**src/rtl/mmio_uart_tx.sv**
```systemverilog
// Memory-mapped 8N1 UART transmitter: a register window on the CPU data port feeds a small
// TX FIFO that a start/data/stop shifter drains.
module mmio_uart_tx #(
   parameter logic [31:0] BASE_ADDR   = 32'hFFFF_FF00,
   parameter int unsigned FIFO_DEPTH  = 8,
   parameter logic [15:0] DEFAULT_DIV = 16'd434
) (
   input  logic        clk,
   input  logic        rst,
   input  logic [31:0] addr,
   input  logic [31:0] wdata,
   input  logic        en,
   input  logic        wen,
   output logic [31:0] rdata,
   output logic        hit,
   output logic        tx
);

   localparam int unsigned PW = $clog2(FIFO_DEPTH);

   typedef enum logic [1:0] {StIdle, StStart, StData, StStop} state_e;

   logic          sel, push, push_ok, pop, baud_wr, stat_rd, full, empty, busy, bit_end;
   logic [3:0]    off;
   logic [7:0]    mem_q [FIFO_DEPTH];
   logic [PW-1:0] wr_ptr_q, rd_ptr_q;
   logic [4:0]    count_q;
   logic          ovf_q;
   logic [15:0]   baud_q;
   logic [31:0]   rd_val, status;
   logic [31:0]   rdata_q;
   logic          hit_q;

   state_e        state_q, state_d;
   logic [7:0]    shift_q, shift_d;
   logic [2:0]    bit_q, bit_d;
   logic [15:0]   cnt_q, cnt_d, div_q, div_d;
   logic          tx_q, tx_d;

   assign off     = addr[3:0];
   assign sel     = en && (addr[31:4] == BASE_ADDR[31:4]);
   assign push    = sel && wen && (off == 4'h0);
   assign baud_wr = sel && wen && (off == 4'h8);
   assign stat_rd = sel && !wen && (off == 4'h4);
   assign full    = (count_q == 5'(FIFO_DEPTH));
   assign empty   = (count_q == 5'd0);
   assign busy    = (state_q != StIdle);
   // A pop in the same cycle frees a slot, so a push to a full FIFO still lands.
   assign push_ok = push && (!full || pop);
   assign status  = {19'b0, count_q, 4'b0, ovf_q, busy, empty, full};

   always_comb begin
      rd_val = 32'b0;
      if (sel && !wen) begin
         case (off)
            4'h4:    rd_val = status;
            4'h8:    rd_val = {16'b0, baud_q};
            default: rd_val = 32'b0;
         endcase
      end
   end

   always_ff @(posedge clk) begin
      if (push_ok) mem_q[wr_ptr_q] <= wdata[7:0];
   end

   always_ff @(posedge clk) begin
      if (rst) begin
         wr_ptr_q <= '0;
         rd_ptr_q <= '0;
         count_q  <= 5'd0;
         ovf_q    <= 1'b0;
         baud_q   <= DEFAULT_DIV;
         rdata_q  <= 32'b0;
         hit_q    <= 1'b0;
      end else begin
         if (push_ok) wr_ptr_q <= wr_ptr_q + 1'b1;
         if (pop)     rd_ptr_q <= rd_ptr_q + 1'b1;
         if (push_ok && !pop)      count_q <= count_q + 5'd1;
         else if (!push_ok && pop) count_q <= count_q - 5'd1;
         // Set wins over the read-to-clear.
         if (push && !push_ok) ovf_q <= 1'b1;
         else if (stat_rd)     ovf_q <= 1'b0;
         if (baud_wr) baud_q <= (wdata[15:0] == 16'd0) ? 16'd1 : wdata[15:0];
         rdata_q <= rd_val;
         hit_q   <= sel && !wen;
      end
   end

   assign bit_end = (cnt_q == div_q - 16'd1);

   always_comb begin
      state_d = state_q;
      shift_d = shift_q;
      bit_d   = bit_q;
      cnt_d   = cnt_q;
      div_d   = div_q;
      pop     = 1'b0;
      unique case (state_q)
         StIdle: begin
            if (!empty) begin
               pop     = 1'b1;
               shift_d = mem_q[rd_ptr_q];
               div_d   = baud_q;
               cnt_d   = 16'd0;
               state_d = StStart;
            end
         end
         StStart: begin
            if (bit_end) begin
               cnt_d   = 16'd0;
               bit_d   = 3'd0;
               state_d = StData;
            end else begin
               cnt_d = cnt_q + 16'd1;
            end
         end
         StData: begin
            if (bit_end) begin
               cnt_d   = 16'd0;
               shift_d = shift_q >> 1;
               if (bit_q == 3'd7) state_d = StStop;
               else               bit_d   = bit_q + 3'd1;
            end else begin
               cnt_d = cnt_q + 16'd1;
            end
         end
         StStop: begin
            if (bit_end) begin
               cnt_d = 16'd0;
               if (!empty) begin
                  pop     = 1'b1;
                  shift_d = mem_q[rd_ptr_q];
                  div_d   = baud_q;
                  state_d = StStart;
               end else begin
                  state_d = StIdle;
               end
            end else begin
               cnt_d = cnt_q + 16'd1;
            end
         end
         default: state_d = StIdle;
      endcase
      // tx is registered from the next state so the line changes on the same edge as the FSM.
      case (state_d)
         StStart: tx_d = 1'b0;
         StData:  tx_d = shift_d[0];
         default: tx_d = 1'b1;
      endcase
   end

   always_ff @(posedge clk) begin
      if (rst) begin
         state_q <= StIdle;
         shift_q <= 8'd0;
         bit_q   <= 3'd0;
         cnt_q   <= 16'd0;
         div_q   <= DEFAULT_DIV;
         tx_q    <= 1'b1;
      end else begin
         state_q <= state_d;
         shift_q <= shift_d;
         bit_q   <= bit_d;
         cnt_q   <= cnt_d;
         div_q   <= div_d;
         tx_q    <= tx_d;
      end
   end

   assign rdata = rdata_q;
   assign hit   = hit_q;
   assign tx    = tx_q;

endmodule

```
**config.mk**
```make
export PLATFORM = sky130hd
export DESIGN_NAME = mmio_uart_tx
export DESIGN_NICKNAME = d
export VERILOG_FILES = /design/src/rtl/mmio_uart_tx.sv
export SDC_FILE = /design/constraint.sdc
export NUM_CORES = 1
export LEC_CHECK = 0
export BUFFER_PORTS_ARGS = -buffer_cell sky130_fd_sc_hd__buf_2
export CAP_MARGIN = 20
export CORE_MARGIN = 8
export CORE_UTILIZATION = 40
export DETAILED_ROUTE_END_ITERATION = 10
export GPL_TIMING_DRIVEN = 0
export HOLD_SLACK_MARGIN = 0.05
export SETUP_SLACK_MARGIN = 0.1
export SLEW_MARGIN = 20
export SYNTH_ARGS = -nofsm -noshare
export SYNTH_HDL_FRONTEND = slang
export SYNTH_SLANG_ARGS = --single-unit
```
**constraint.sdc**
```tcl
create_clock -name clk -period 6.9 [get_ports clk]
set_input_delay 1.38 -clock clk [delete_from_list [all_inputs] [get_ports clk]]
set_output_delay 1.38 -clock clk [all_outputs]
set_load 0.02 [all_outputs]
```
After elaboration in Yosys (flattened, before gate mapping)
Memory sizes are Yosys's and may differ from the RTL's. A register that Yosys moved wholly into a read port is not among the register bits.
Index checks and enable logic that the tools add are counted.
{ "totals": {"register_bits": 107, "ramBits": 64, "out_inout_bits": 34, "word_cells": 104, "inputBits": 68, "memories": 1} }
{ "memory_table": {"columns": ["name", "depth", "width", "read_ports", "rd_clocked_by_memory_dff", "wr", "line", "rtl"], "rows": [
  ["mem_q", 8, 8, 1, 1, 1, "25", "logic [7:0] mem_q [FIFO_DEPTH];"]
]} }
{ "classes": {"n_mux": 35, "n_reduce_logical": 30, "eq_ne": 16, "add_sub_neg": 7, "n_bitwise": 1} }
{ "op_table": {"columns": ["cell", "count"], "rows": [
  ["16-bit one-hot mux with 2 select lines", 3],
  ["16-bit 2-to-1 mux", 5],
  ["28-bit equality test (second input constant)", 1],
  ["8-bit 2-to-1 mux", 3],
  ["8-bit one-hot mux with 3 select lines", 1],
  ["16-bit by 1-bit adder with 16-bit output (second input constant)", 1],
  ["16-bit equality test", 1],
  ["16-bit logical NOT", 1],
  ["16-bit by 1-bit subtractor with 16-bit output (second input constant)", 1],
  ["3-bit 2-to-1 mux", 5],
  ["1-bit logical AND", 10],
  ["2-bit 2-to-1 mux", 5],
  ["5-bit 2-to-1 mux", 2],
  ["2-bit inequality test (second input constant)", 5],
  ["2-bit nonzero test", 5],
  ["3-bit by 1-bit adder with 3-bit output (second input constant)", 3],
  ["2-bit one-hot mux with 4 select lines", 1],
  ["1-bit 2-to-1 mux", 7],
  ["2-bit equality test (second input constant)", 3],
  ["3-bit one-hot mux with 2 select lines", 1],
  ["5-bit by 1-bit adder with 5-bit output (second input constant)", 1],
  ["5-bit by 4-bit equality test with 1-bit output (second input constant)", 1],
  ["5-bit logical NOT", 1],
  ["5-bit by 1-bit subtractor with 5-bit output (second input constant)", 1],
  ["other kinds (16)", 21]
]} }

Longest topological paths before layout
{ "logic_depth": {"depth_word": 10, "ltp_mapped": 23, "depth_no_buf": 20} }

Worst setup path after synthesis
No wires, ideal clock.
{ "synth_timing": {"kind": "register to register", "start": "register div_q[0]", "end": "register count_q[4]", "setup_time_ns": 0.070, "period_less_slack_ns": 4.417, "setup_slack_ns": 2.483, "arrival_ns": 4.346, "stages_incl_launch_ff": 22, "cell_sequence": "dfxtp_1 > buf_2 > inv_1 > ha_1 > buf_2 > or4b_1 > nor3_1 > xnor2_1 > o2111ai_1 > a2111oi_4 > a31oi_2 > o21ai_1 > nand2_1 > inv_1 > ha_1 > inv_1 > fa_1 > a21o_1 > a21oi_1 > xnor2_1 > or3_1 > a21oi_1"} }
{ "synth_between": {"elab_chain_cells": 9, "elab_cells_between_ends": 12} }
{ "synth_lines": {"columns": ["element", "line", "rtl"], "rows": [
  ["start, declared", "37", "logic [15:0] cnt_q, cnt_d, div_q, div_d;"],
  ["start signal, assigned", "166", "div_q <= div_d;"],
  ["16-bit by 1-bit subtractor with 16-bit output *", "90", "assign bit_end = (cnt_q == div_q - 16'd1);"],
  ["16-bit equality test *", "90", null],
  ["1-bit 2-to-1 mux *", "129", "if (bit_end) begin"],
  ["1-bit one-hot mux with 2 select lines *", "99", "unique case (state_q)"],
  ["1-bit logical OR *", "49", "assign push_ok = push && (!full || pop);"],
  ["1-bit logical AND *", "49", null],
  ["named net push_ok", "23", "logic sel, push, push_ok, pop, baud_wr, stat_rd, full, empty, busy, bit_end;"],
  ["1-bit logical NOT", "80", "else if (!push_ok && pop) count_q <= count_q - 5'd1;"],
  ["1-bit logical AND", "80", null],
  ["2-bit nonzero test (no line)", null, null],
  ["end signal, assigned", "79", "if (push_ok && !pop) count_q <= count_q + 5'd1;"],
  ["end signal, assigned", "80", null],
  ["end, declared", "27", "logic [4:0] count_q;"]
]} }
The timed path passes the listed nets; every way through them passes the cells marked *.
A chain may end at the register's enable or synchronous reset.

Final worst setup path
Ends and elaborated chain as after synthesis.

==> impl_metrics.toml <==
[clock_tree]
clk_pin_slew_ns = 0.07
cts_resized = 0
holdBufCountCts = 0
clockBufferDepth = 2
worst_skew_pair.late_latency_ns = 0.43
clock-root-buffer = "clkbuf_16"
postCtsSetupRepairBufs = 0
htree_levels = 4
numCtsBuffers = 17
cts_sinks = 158
cts_tree = "built"

[setup_path]
cp_max_fo = 7
reg2reg_from = "div_q[0]"
reg2reg_depth = 21
critPathKind = "flop to flop"
worstPathRequired_ns = 7.25
cp-end-kind = "flop"
arrival_ns = 5.50
r2r_setup_slack_ns = 1.75
r2r_end = "count_q[4]"
startpoint_type = "flop"

[hold_path]
worstHoldStart = "baud_q[14]"
hold_depth = 2
hold_end = "div_q[14]"
hold_class = "flop to flop"

[final_layout]
fin_nets = 889
diodes = 0
layout-drive-gt1-share_pct = 20.9
areaGrowthSynthToFinish_pct = 18.0

[timing]
worstMarginPinSlew_ns = 0.879
clock.fmax_mhz = 194
max_slew_margin_pct = 41.2
min_period_over_period_pct = 74.6
finalCriticalPeriod_ns = 5.15
slew_viol_final = 0
rsz0062_at_grt = "false"
fin_ws_ns = 1.75
fin_skew_ns = 0.00813
fin_setup_tns_ns = 0
finalSetupViolCount = 0
finalHoldViolCount = 0

[die]
ioPinCount = 102
die_area_um2 = 23300
coreArea_um2 = 18500
die_w_um = 153
start_util_pct = 40.3
rows = 50
dieHeight_um = 153

[route]
num_vias = 5519
drc = 0
routed_wl_um = 18300
via_per_inst = 5.25
firstDrtPassIters = 5
ant_nets = 0
drtIter0Drc = 337
drt-wirelength-per-cell_um = 17.4

[power_and_ir_drop]
power_density_nw_per_um2 = 323
p_leak_nw = 3.39
ir_drop_mv = 0.248

[global_routing]
grt_pass1_wl_um = 29600
grt_overflow = 0
antenna_found_initial = 0
first_global_vias = 5502
grt_max_degree = 17
grt_use_total_pct = 16.0

[placed_design]
dp_hpwl_um = 13500
io_buffers = 68
place_ws_ns = 1.83
finalWeightedCongestion = 0.872

[yosys]
ys.warnings.count = 0
async_flop_share_pct = 0
synth-seq-cells = 158
synth-edff-count = 64
seq_area_frac_synth_pct = 51.0
postSynthAreaPerCell_um2 = 10.7
netlist_area_um2 = 7460
ys.flop_type = "dfxtp_1"
syn_inst = 695
synthDistinctLibCells = 72

[run_status]
status = "finished clean"

[run]
cap_violations = 0
## cells by family (layout without fill, tap and decap cells)
group                      Yosys count  in the layout  share of synthesized area, %
AOI/OAI and AO/OA                  136            136                          12.6
muxes                               43             43                          8.46
and+or+nand+nor                    247            247                          17.6
DFF                                158            158                          51.0
xor gates and xnor gates            24             24                          2.82
buffers and inverters               69            176                          4.50
adders and majority gates           17             17                          2.95
other                                1             16                        0.0503
## routing by layer
layer  global-route usage [%]  share of wire [%]
met1                     21.2                 48
met2                     25.7                 47
met3                     3.43                3.9
met4                     5.09                1.2
met5                        0                  0
## critical path, cell delays in order (launching register included)
cell	delay, ns
dfxtp_1	0.29
buf_2	0.15
inv_1	0.06
ha_1	0.13
buf_2	0.17
or4b_1	0.52
nor3_1	0.21
xnor2_1	0.16
o2111ai_1	0.27
a2111oi_4	0.66
a31oi_2	0.21
o21ai_1	0.29
nand2_1	0.22
inv_1	0.11
ha_1	0.19
inv_1	0.11
fa_1	0.43
a21o_1	0.20
a21oi_1	0.17
xnor2_1	0.09
or3_1	0.31
a21oi_1	0.14
## sequential cells by signal (all words and copies together), names as in the netlist, named ones only
name and count:
mem_q 64, baud_q 16, cnt_q 16, div_q 16, rdata 16, shift_q 8
count_q 5, bit_q 3, rd_ptr_q 3, wr_ptr_q 3, state_q 2, hit 1
ovf_q 1, tx 1
## area by class of cell
class / count / area (µm²)
plain buffers: 54 / 279
clock buffers: 19 / 443
clock inverters: 13 / 108
fillers: 1763 / 9720
inverters: 15 / 56.3
multi-input cells: 483 / 3430
flip-flops and latches: 158 / 3800
well taps: 234 / 293
repair buffers: 75 / 390
## per-stage QoR
stage	utilization, %	power, mW	hold WS [ns]	instances	area [µm²]
2_1_floorplan	-	1.75	0.440	710	7510
3_3_place_gp	44.0	1.97	0.463	1012	8150
3_5_place_dp	44.5	1.97	0.468	1019	8250
4_1_cts	47.5	2.85	0.482	1051	8800
5_1_grt	47.5	3.00	0.503	1051	8800
6_report	47.5	2.84	0.478	1051	8800
## placed cells by master, fill, tap and decap left out, types with 10 or more instances in the layout
master     netlist  layout
a21oi_1         46      46
a22oi_1         11      11
and3_1          18      18
buf_2            4      73
buf_4           17      23
clkbuf_1        29      30
clkbuf_16        0      17
conb_1           1      16
dfxtp_1         94      94
edfxtp_1        64      64
ha_1            16      16
inv_1           15      15
mux2i_1         27      27
mux4_2          16      16
nand2_1         56      56
nand3b_1        10      10
nand4_1         10      10
nor2_1          62      62
nor2b_1         12      12
nor3_1          17      15
nor4_1          12      11
o21ai_0         13      13
o21ai_1         10      10
xnor2_1         15      15
## synth_stat cells (all sizes together) (4+ instances only)
master	number	area, µm²
a21o	6	45.0
a21oi	46	230
a22o	6	52.6
a22oi	11	82.6
a31oi	5	37.5
a41oi	5	43.8
and2	4	25.0
and3	18	113
buf	25	170
clkbuf	29	109
dfxtp	94	1880
edfxtp	64	1920
ha	16	200
inv	15	56.3
mux2i	27	270
mux4	16	360
nand2	57	221
nand2b	4	25.0
nand3	9	45.0
nand3b	10	75.1
nand4	10	62.6
nor2	62	233
nor2b	12	75.1
nor3	18	95.1
nor3b	6	45.0
nor4	13	96.3
nor4b	7	73.8
o21ai	23	115
o2bb2ai	6	52.6
or3	7	43.8
xnor2	15	131
xor2	9	78.8
## report_power, final
part / leakage, nW / switching, mW / internal, mW
sequential: 1.34 / 0.0632 / 1.03
clock: 0.271 / 0.407 / 0.478
combinational: 1.78 / 0.522 / 0.341
## how the worst max path moves through the flow
stage          depth (start not counted)  startpoint     endpoint
2_1_floorplan                         21    div_q[0]   count_q[4]
3_3_place_gp                          13    div_q[0]  mem_q[2][3]
3_5_place_dp                          21    div_q[0]   count_q[4]
4_1_cts                               21    div_q[0]   count_q[4]
5_1_grt                               21    div_q[0]   count_q[4]
6_report                              21    div_q[0]   count_q[4]
Note: power is estimated with default switching activity, not from simulation.
